--- src/rtl/jrb8_spi_pkg.sv ---
// jrb8_spi_pkg: command codes and FSM states shared by the SPI memory responder.
package jrb8_spi_pkg;

    localparam logic [7:0] CMD_READ  = 8'h03;
    localparam logic [7:0] CMD_WRITE = 8'h02;

    typedef enum logic [2:0] {
        IDLE,
        CMD,
        ADDR_HI,
        ADDR_LO,
        READ_DATA,
        WRITE_DATA,
        IGNORE
    } spi_resp_state_t;

endpackage

--- src/rtl/spi_sync_edge.sv ---
// spi_sync_edge: multi-flop synchronizer with one-cycle rise/fall pulses on the synchronized level.
module spi_sync_edge #(
    parameter int STAGES = 2
) (
    input  logic clk,
    input  logic rst_n,
    input  logic d,
    output logic q,
    output logic rise,
    output logic fall
);

    logic [STAGES-1:0] sync_q;
    logic              prev_q;

    always_ff @(posedge clk or negedge rst_n) begin
        if (!rst_n) begin
            sync_q <= '0;
            prev_q <= 1'b0;
        end else begin
            sync_q <= (sync_q << 1) | STAGES'(d);
            prev_q <= sync_q[STAGES-1];
        end
    end

    assign q    = sync_q[STAGES-1];
    assign rise = q & ~prev_q;
    assign fall = ~q & prev_q;

endmodule

--- src/rtl/spi_mem_responder.sv ---
// spi_mem_responder: SPI mode-0 serial SRAM responder (READ 0x03 / WRITE 0x02, 16-bit address,
// auto-increment) bridging to a byte-wide synchronous memory port.
module spi_mem_responder
    import jrb8_spi_pkg::*;
#(
    parameter int ADDR_WIDTH  = 16,
    parameter int SYNC_STAGES = 2
) (
    input  logic                  clk,
    input  logic                  rst_n,
    input  logic                  sclk,
    input  logic                  cs_n,
    input  logic                  mosi,
    output logic                  miso,
    output logic                  miso_oe,
    output logic [ADDR_WIDTH-1:0] mem_addr,
    output logic                  mem_re,
    input  logic [7:0]            mem_rdata,
    output logic                  mem_we,
    output logic [7:0]            mem_wdata,
    output logic                  busy
);

    logic sclk_s, sclk_rise, sclk_fall;
    logic cs_s, cs_rise, cs_fall;
    logic [SYNC_STAGES-1:0] mosi_q;

    spi_sync_edge #(.STAGES(SYNC_STAGES)) u_sclk (
        .clk(clk), .rst_n(rst_n), .d(sclk), .q(sclk_s), .rise(sclk_rise), .fall(sclk_fall)
    );

    spi_sync_edge #(.STAGES(SYNC_STAGES)) u_cs (
        .clk(clk), .rst_n(rst_n), .d(cs_n), .q(cs_s), .rise(cs_rise), .fall(cs_fall)
    );

    spi_resp_state_t state_q, state_d;
    logic        rd_q, rd_d;
    logic [2:0]  cnt_q, cnt_d;
    logic [6:0]  rx_q, rx_d;
    logic [7:0]  tx_q, tx_d;
    logic        oe_q, oe_d;
    logic [15:0] addr_q, addr_d;
    logic        re_q, re_d;
    logic        we_q, we_d;
    logic [7:0]  wdata_q, wdata_d;
    logic        pend_q, pend_d;
    logic        armed_q, armed_d;

    wire [7:0] rx_nx = {rx_q, mosi_q[SYNC_STAGES-1]};
    wire       done  = sclk_rise && cnt_q == 3'd7;

    always_comb begin
        state_d = state_q;
        rd_d    = rd_q;
        cnt_d   = cnt_q;
        rx_d    = rx_q;
        tx_d    = tx_q;
        oe_d    = oe_q;
        addr_d  = we_q ? addr_q + 16'd1 : addr_q;
        re_d    = 1'b0;
        we_d    = 1'b0;
        wdata_d = wdata_q;
        pend_d  = re_q && state_q == READ_DATA;
        // a fresh transaction needs an idle bus (cs_n high, sclk low) seen since reset
        armed_d = armed_q | (cs_s & ~sclk_s);
        if (cs_rise) begin
            state_d = IDLE;
            cnt_d   = 3'd0;
            tx_d    = 8'd0;
            oe_d    = 1'b0;
            pend_d  = 1'b0;
        end else if (state_q == IDLE) begin
            if (cs_fall && armed_q) begin
                state_d = CMD;
                cnt_d   = 3'd0;
            end
        end else begin
            if (sclk_rise) begin
                rx_d  = rx_nx[6:0];
                cnt_d = cnt_q + 3'd1;
            end
            // the fall right after a byte boundary must not shift: a fresh byte is being loaded
            if (pend_q) begin
                tx_d = mem_rdata;
                oe_d = 1'b1;
            end else if (sclk_fall && state_q == READ_DATA && cnt_q != 3'd0) begin
                tx_d = {tx_q[6:0], 1'b0};
            end
            if (done) begin
                case (state_q)
                    CMD: begin
                        rd_d    = rx_nx == CMD_READ;
                        state_d = (rx_nx == CMD_READ || rx_nx == CMD_WRITE) ? ADDR_HI : IGNORE;
                    end
                    ADDR_HI: begin
                        addr_d[15:8] = rx_nx;
                        state_d      = ADDR_LO;
                    end
                    ADDR_LO: begin
                        addr_d[7:0] = rx_nx;
                        re_d        = rd_q;
                        state_d     = rd_q ? READ_DATA : WRITE_DATA;
                    end
                    READ_DATA: begin
                        addr_d = addr_q + 16'd1;
                        re_d   = 1'b1;
                    end
                    WRITE_DATA: begin
                        we_d    = 1'b1;
                        wdata_d = rx_nx;
                    end
                    default: ;
                endcase
            end
        end
    end

    always_ff @(posedge clk or negedge rst_n) begin
        if (!rst_n) begin
            state_q <= IDLE;
            rd_q    <= 1'b0;
            cnt_q   <= 3'd0;
            rx_q    <= 7'd0;
            tx_q    <= 8'd0;
            oe_q    <= 1'b0;
            addr_q  <= 16'd0;
            re_q    <= 1'b0;
            we_q    <= 1'b0;
            wdata_q <= 8'd0;
            pend_q  <= 1'b0;
            armed_q <= 1'b0;
            mosi_q  <= '0;
        end else begin
            state_q <= state_d;
            rd_q    <= rd_d;
            cnt_q   <= cnt_d;
            rx_q    <= rx_d;
            tx_q    <= tx_d;
            oe_q    <= oe_d;
            addr_q  <= addr_d;
            re_q    <= re_d;
            we_q    <= we_d;
            wdata_q <= wdata_d;
            pend_q  <= pend_d;
            armed_q <= armed_d;
            mosi_q  <= (mosi_q << 1) | SYNC_STAGES'(mosi);
        end
    end

    assign miso      = tx_q[7];
    assign miso_oe   = oe_q;
    assign mem_addr  = addr_q[ADDR_WIDTH-1:0];
    assign mem_re    = re_q;
    assign mem_we    = we_q;
    assign mem_wdata = wdata_q;
    assign busy      = ~cs_s & armed_q;

endmodule

--- config.mk ---
export PLATFORM = sky130hd
export DESIGN_NAME = spi_mem_responder
export DESIGN_NICKNAME = d
export VERILOG_FILES = /design/src/rtl/jrb8_spi_pkg.sv /design/src/rtl/spi_sync_edge.sv /design/src/rtl/spi_mem_responder.sv
export SDC_FILE = /design/constraint.sdc
export NUM_CORES = 1
export LEC_CHECK = 0
export ABC_AREA = 1
export CAP_MARGIN = 10
export CORE_MARGIN = 2
export CORE_UTILIZATION = 30
export DETAILED_ROUTE_END_ITERATION = 7
export SYNTH_ARGS = -nofsm -noshare
export SYNTH_HDL_FRONTEND = slang
export SYNTH_SLANG_ARGS = --single-unit
--- constraint.sdc ---
create_clock -name clk -period 1.96 [get_ports clk]
set_input_delay 0.392 -clock clk [delete_from_list [all_inputs] [get_ports clk]]
set_output_delay 0.392 -clock clk [all_outputs]
set_load 0.02 [all_outputs]
## Word level (Yosys, flattened, before mapping)

Cells that the tools add are included.

| operators by class | value |
|---|---|
| add/sub/neg operators | 2 |
| multipliers | 0 |
| div/mod/pow operators | 0 |
| $lt $le $gt $ge | 0 |
| equality and inequality tests | 10 |
| shift-type cells | 0 |
| mux-type cells | 33 |
| bitwise logic cells | 16 |
| reduce and logical (&&, ||, !) cells | 20 |

Operators with widths:

| operator | number |
|---|---|
| 2-to-1 mux 16 bit | 4 |
| 2-to-1 mux 8 bit | 4 |
| one-hot mux 8 bit (2 select lines) | 2 |
| 2-to-1 mux 3 bit | 9 |
| adder 16 x 1 -> 16 bit, second input constant | 1 |
| equality test 8 x 2 -> 1 bit, second input constant | 2 |
| 2-to-1 mux 1 bit | 12 |
| nonzero test 3 bit | 4 |
| equality test 3 bit, second input constant | 3 |
| one-hot mux 3 bit (3 select lines) | 1 |
| AND reduction 4 bit | 2 |
| AND 1 bit | 6 |
| equality test 3 x 2 -> 1 bit, second input constant | 2 |
| NOT 1 bit | 6 |
| OR 2 x 1 -> 2 bit | 3 |
| AND reduction 2 bit | 3 |
| AND reduction 3 bit | 2 |
| logical AND 1 bit | 5 |
| nonzero test 5 bit | 1 |
| adder 3 x 1 -> 3 bit, second input constant | 1 |
| equality test 3 x 1 -> 1 bit, second input constant | 1 |
| logical NOT 3 bit | 1 |
| != test 3 x 2 -> 1 bit, second input constant | 1 |
| != test 2 bit, second input constant | 1 |
| other kinds (4) | 4 |

| word-level totals | value |
|---|---|
| register bits | 59 |
| bits in latches | 0 |
| memory bits (writable) | 0 |
| bits in read-only memories | 0 |
| bits of input ports | 13 |
| output and inout port bits | 29 |
| word-level logic and storage cells | 98 |
| memories kept | 0 |

## Depth between registers and ports, before layout

| depth | value |
|---|---|
| depth after elaboration | 8 |
| gate-level depth with buffers | 10 |

## Hierarchy

Synthesis repeated with hierarchy kept, for this count alone.

| unflattened totals | value |
|---|---|
| cells, all modules | 403 |
| area, all modules | 3153.0 µm² |

Modules (own cells, without submodules):

| module | instances | cells an instance | area an instance (µm²) |
|---|---|---|---|
| spi_mem_responder | 1 | 389 | 2972.9 |
| spi_sync_edge | 2 | 7 | 90.1 |

## Worst setup path before layout

OpenSTA, ideal clock, no wires.

| path | value |
|---|---|
| path kind | flip-flop to flip-flop |
| start point | reg addr_q[0], in the netlist mem_addr[0] |
| end point | reg addr_q[6], in the netlist mem_addr[6] |
| setup time | 0.117 ns |
| data arrival time | 1.535 ns |
| data required time | 1.843 ns |
| slack | 0.309 ns |
| stages on the path, launching flop included | 9 |
| buffers on the path | 0 |
| period minus slack after synthesis | 1.651 ns |
| cell sequence | dfrtp_1 ha_1 nand2_2 nor2_4 nand2_1 xor2_1 or2_0 nand2_1 nand2_1 |

| between the ends | value |
|---|---|
| longest elaborated chain between the ends | 6 |

RTL lines:

| element | line | text |
|---|---|---|
| from (decl) | spi_mem_responder.sv:42 | `logic [15:0] addr_q, addr_d;` |
| from (signal assigned) | spi_mem_responder.sv:140 | `addr_q <= addr_d;` |
| adder 16 x 1 -> 16 bit (*) | spi_mem_responder.sv:59, spi_mem_responder.sv:105 |  |
| 2-to-1 mux 16 bit | spi_mem_responder.sv:59 | `addr_d = we_q ? addr_q + 16'd1 : addr_q;` |
| one-hot mux 8 bit (2 select lines) | spi_mem_responder.sv:90 | `case (state_q)` |
| 2-to-1 mux 16 bit | spi_mem_responder.sv:89 | `if (done) begin` |
| 2-to-1 mux 16 bit | spi_mem_responder.sv:72 | `end else if (state_q == IDLE) begin` |
| 2-to-1 mux 16 bit (*) | spi_mem_responder.sv:66 | `if (cs_rise) begin` |
| net addr_d[6] | spi_mem_responder.sv:42 |  |

The timed path passes the listed nets; every way through them passes the cells marked *.
A chain may end at the register's enable or synchronous reset.

## Worst setup path after layout

| path | value |
|---|---|
| start point | reg addr_q[2], in the netlist mem_addr[2] |
| end point | out mem_addr[2] |

RTL lines:

| element | line | text |
|---|---|---|
| to (decl) | spi_mem_responder.sv:16 | `output logic [ADDR_WIDTH-1:0] mem_addr,` |

No word-level cell between the ends.

==> run metrics <==
CP max FO=6; cts hold-fix bufs=0; Util after Layout=38.10%; CTS tree=done; Peak Freq=544.2 MHz; slowest stage cell, crit path=clkdlybuf4s50_1; CP Cell Sequence=clkdlybuf4s50_1; Crit path max-delay family=buffers and inverters; pwr dens=888.3 mW/mm^2; number of buffers created by CTS=9; count leader, synth=nand2_1; post-synth top area cell=dfrtp_1; via count=2677; Slew Viols, Final=0; Root Buffer=clkbuf_8; H-tree levels=3; Max Root-Sink Buffers=2; CP endpoint kind=primary output; DP HPWL=5.436 mm; Post-CTS Setup Inserts=0; Detail Route Antenna Nets=0; Synth top area share=47.39%; vias per std cell=4.680; CTS Sinks=59; Nets=448; die area=0.01122 sq mm; routability-driven placement congestion ratio=0.8231; Synth area leaders=dfrtp_1 47%, nand2_1 14%, o21ai_1 5.0%; post-route cell area=0.003880 sq mm; number of cells on the critical path=1; Critical R2R Launch=mem_addr[0]; Fin Setup TNS=0 ns; core box area=0.01018 sq mm; Post-synth ARST share=100.0%; share of cells above drive strength 1=13.76%; max cap viols=0; Rows=37; Ys Warns=0; Setup CP Type=reg -> out; crit path from=mem_addr[2]; syn avg cell area=8.199 sq um; met3 WL post-DR=354 microns; average wire per cell in the routed design=13.06 microns; worst vdd ir=0.0004777 V; total wire length=7.468 mm; RSZ-0062 raised after global routing=no; DRC Markers=0; crit share post-route=93.76%; met2 WL=3.567 mm; Iteration-0 DRC Markers=129; GR Util All Layers=14.55%; synthesized flop and latch total=59; Syn Inst Count=380; Critical Path Max Stage Delay=0.65 ns; synth cell count leaders=119 x nand2_1, 59 x dfrtp_1, 31 x o21ai_1; Fillers=1062; initial antenna violation count=0; setup slack, reg-to-reg=0.32 ns; starting density of the core=30.59%; placed cell area=0.003709 sq mm; skew final=0.01138 ns; sequential area share after synthesis=47.39%; area grow syn2layout=24.54%; Die Width=105.9 microns; Relative slew margins=66.57%; Least-Margin Pin Slew=0.4997 ns; number of port buffers=41; worst endpoint required time=1.57 ns; status=finished, final reports clean; I/O pin cnt=42; Hold Path Class=in -> async; Final Setup Violations=0; DRT met1 WL=3.415 mm; Die Span Y=105.9 microns; Fin Hold WS=0.04662 ns; Clock transition at path regs=0.07 ns; largest net degree at the start of global routing=60; Worst R2R Path Depth=8; DR top layer=met4; gr ovfl total=0; Unique masters post-synth=32; Hold Vio Cnt, Final=0; Crit Reg-Reg Endpoint=mem_addr[6]; first-pass GRT wire length=12.79 mm; CP Data Arrival Time=1.45 ns; ys flop type=dfrtp_1; Worst Path Buf+Inv=1; Tmin final=1.838 ns; syn nets=397; clock latency on the worst-skew pair=0.34 ns; Antenna Diode Count=0; Critical Path End=mem_addr[2]; CP startpoint kind=register; Post-synth EDFFs=0; first-pass iteration count of the detailed router=4; Leakage=1.687 nW; number of global-route vias before repair=2677; cts repair resizes=1; Post-Syn Area=0.003115 sq mm
-- flip-flops by register name, indices dropped and copies added, names as in the netlist, 2 cells and up --
| signal | cells |
|---|---|
| mosi_q | 2 |
| state_q | 3 |
| tx_q | 8 |
| cnt_q | 3 |
| rx_q | 7 |
| mem_wdata | 8 |
| u_sclk.sync_q | 2 |
| mem_addr | 16 |
| u_cs.sync_q | 2 |
-- metal layers --
layer | GRT usage [%] | up-vias
met4 | 5.733 | 0
met5 | 0 | -
met1 | 18.00 | 1245
li1 | - | 1357
met3 | 4.476 | 15
met2 | 23.78 | 60
-- metrics by stage --
stage / instances / total power, mW / setup slack, ns
finish: 572 / 3.447 / 0.1224
global placement: 556 / 2.458 / 0.3737
global route: 572 / 3.705 / 0.03991
detailed placement: 556 / 2.478 / 0.3235
CTS: 572 / 3.490 / 0.08741
floorplan: 380 / 2.184 / 0.3089
-- worst min path at each step --
stage | endpoint | cells after the start
floorplan | armed_q | 0
CTS | mem_addr[14] | 2
detailed placement | u_sclk.sync_q[1] | 0
global placement | mosi_q[1] | 0
finish | mem_addr[14] | 2
global route | mem_addr[12] | 2
-- layout make-up --
cell class	instances	area, sq um	area share, %
clock buffers	14	162.7	4.192
multi-input cells	274	1449	37.34
well taps	136	170.2	4.386
clock inverters	2	10.01	0.2580
inverters	40	150.1	3.870
repair buffers	47	461.7	11.90
flip-flops and latches	59	1476	38.05
-- layout by cell type, fill, tap and decap left out, types with 11 or more instances in the layout --
cell type	Yosys	routed
clkbuf_8	0	11
inv_1	27	27
o21ai_2	12	12
nand2_1	119	119
inv_2	12	12
dfrtp_1	59	59
clkdlybuf4s50_1	0	39
nor2_1	18	18
nand3_1	18	18
o21ai_1	31	31
-- where the power goes --
part | switching (mW) | internal (mW)
sequential | 0.148 | 1.38
clock | 0.470 | 0.525
combinational | 0.625 | 0.301
-- kinds of logic after synthesis --
kind of cell / share of synthesized area (%)
DFF: 47.39
buffers and inverters: 6.104
xor gates and xnor gates: 2.249
muxes: 0.6426
AOI/OAI and AO/OA: 15.66
adders and majority gates: 1.606
and+or+nand+nor: 26.35
Power figures use the tool's default switching activity.
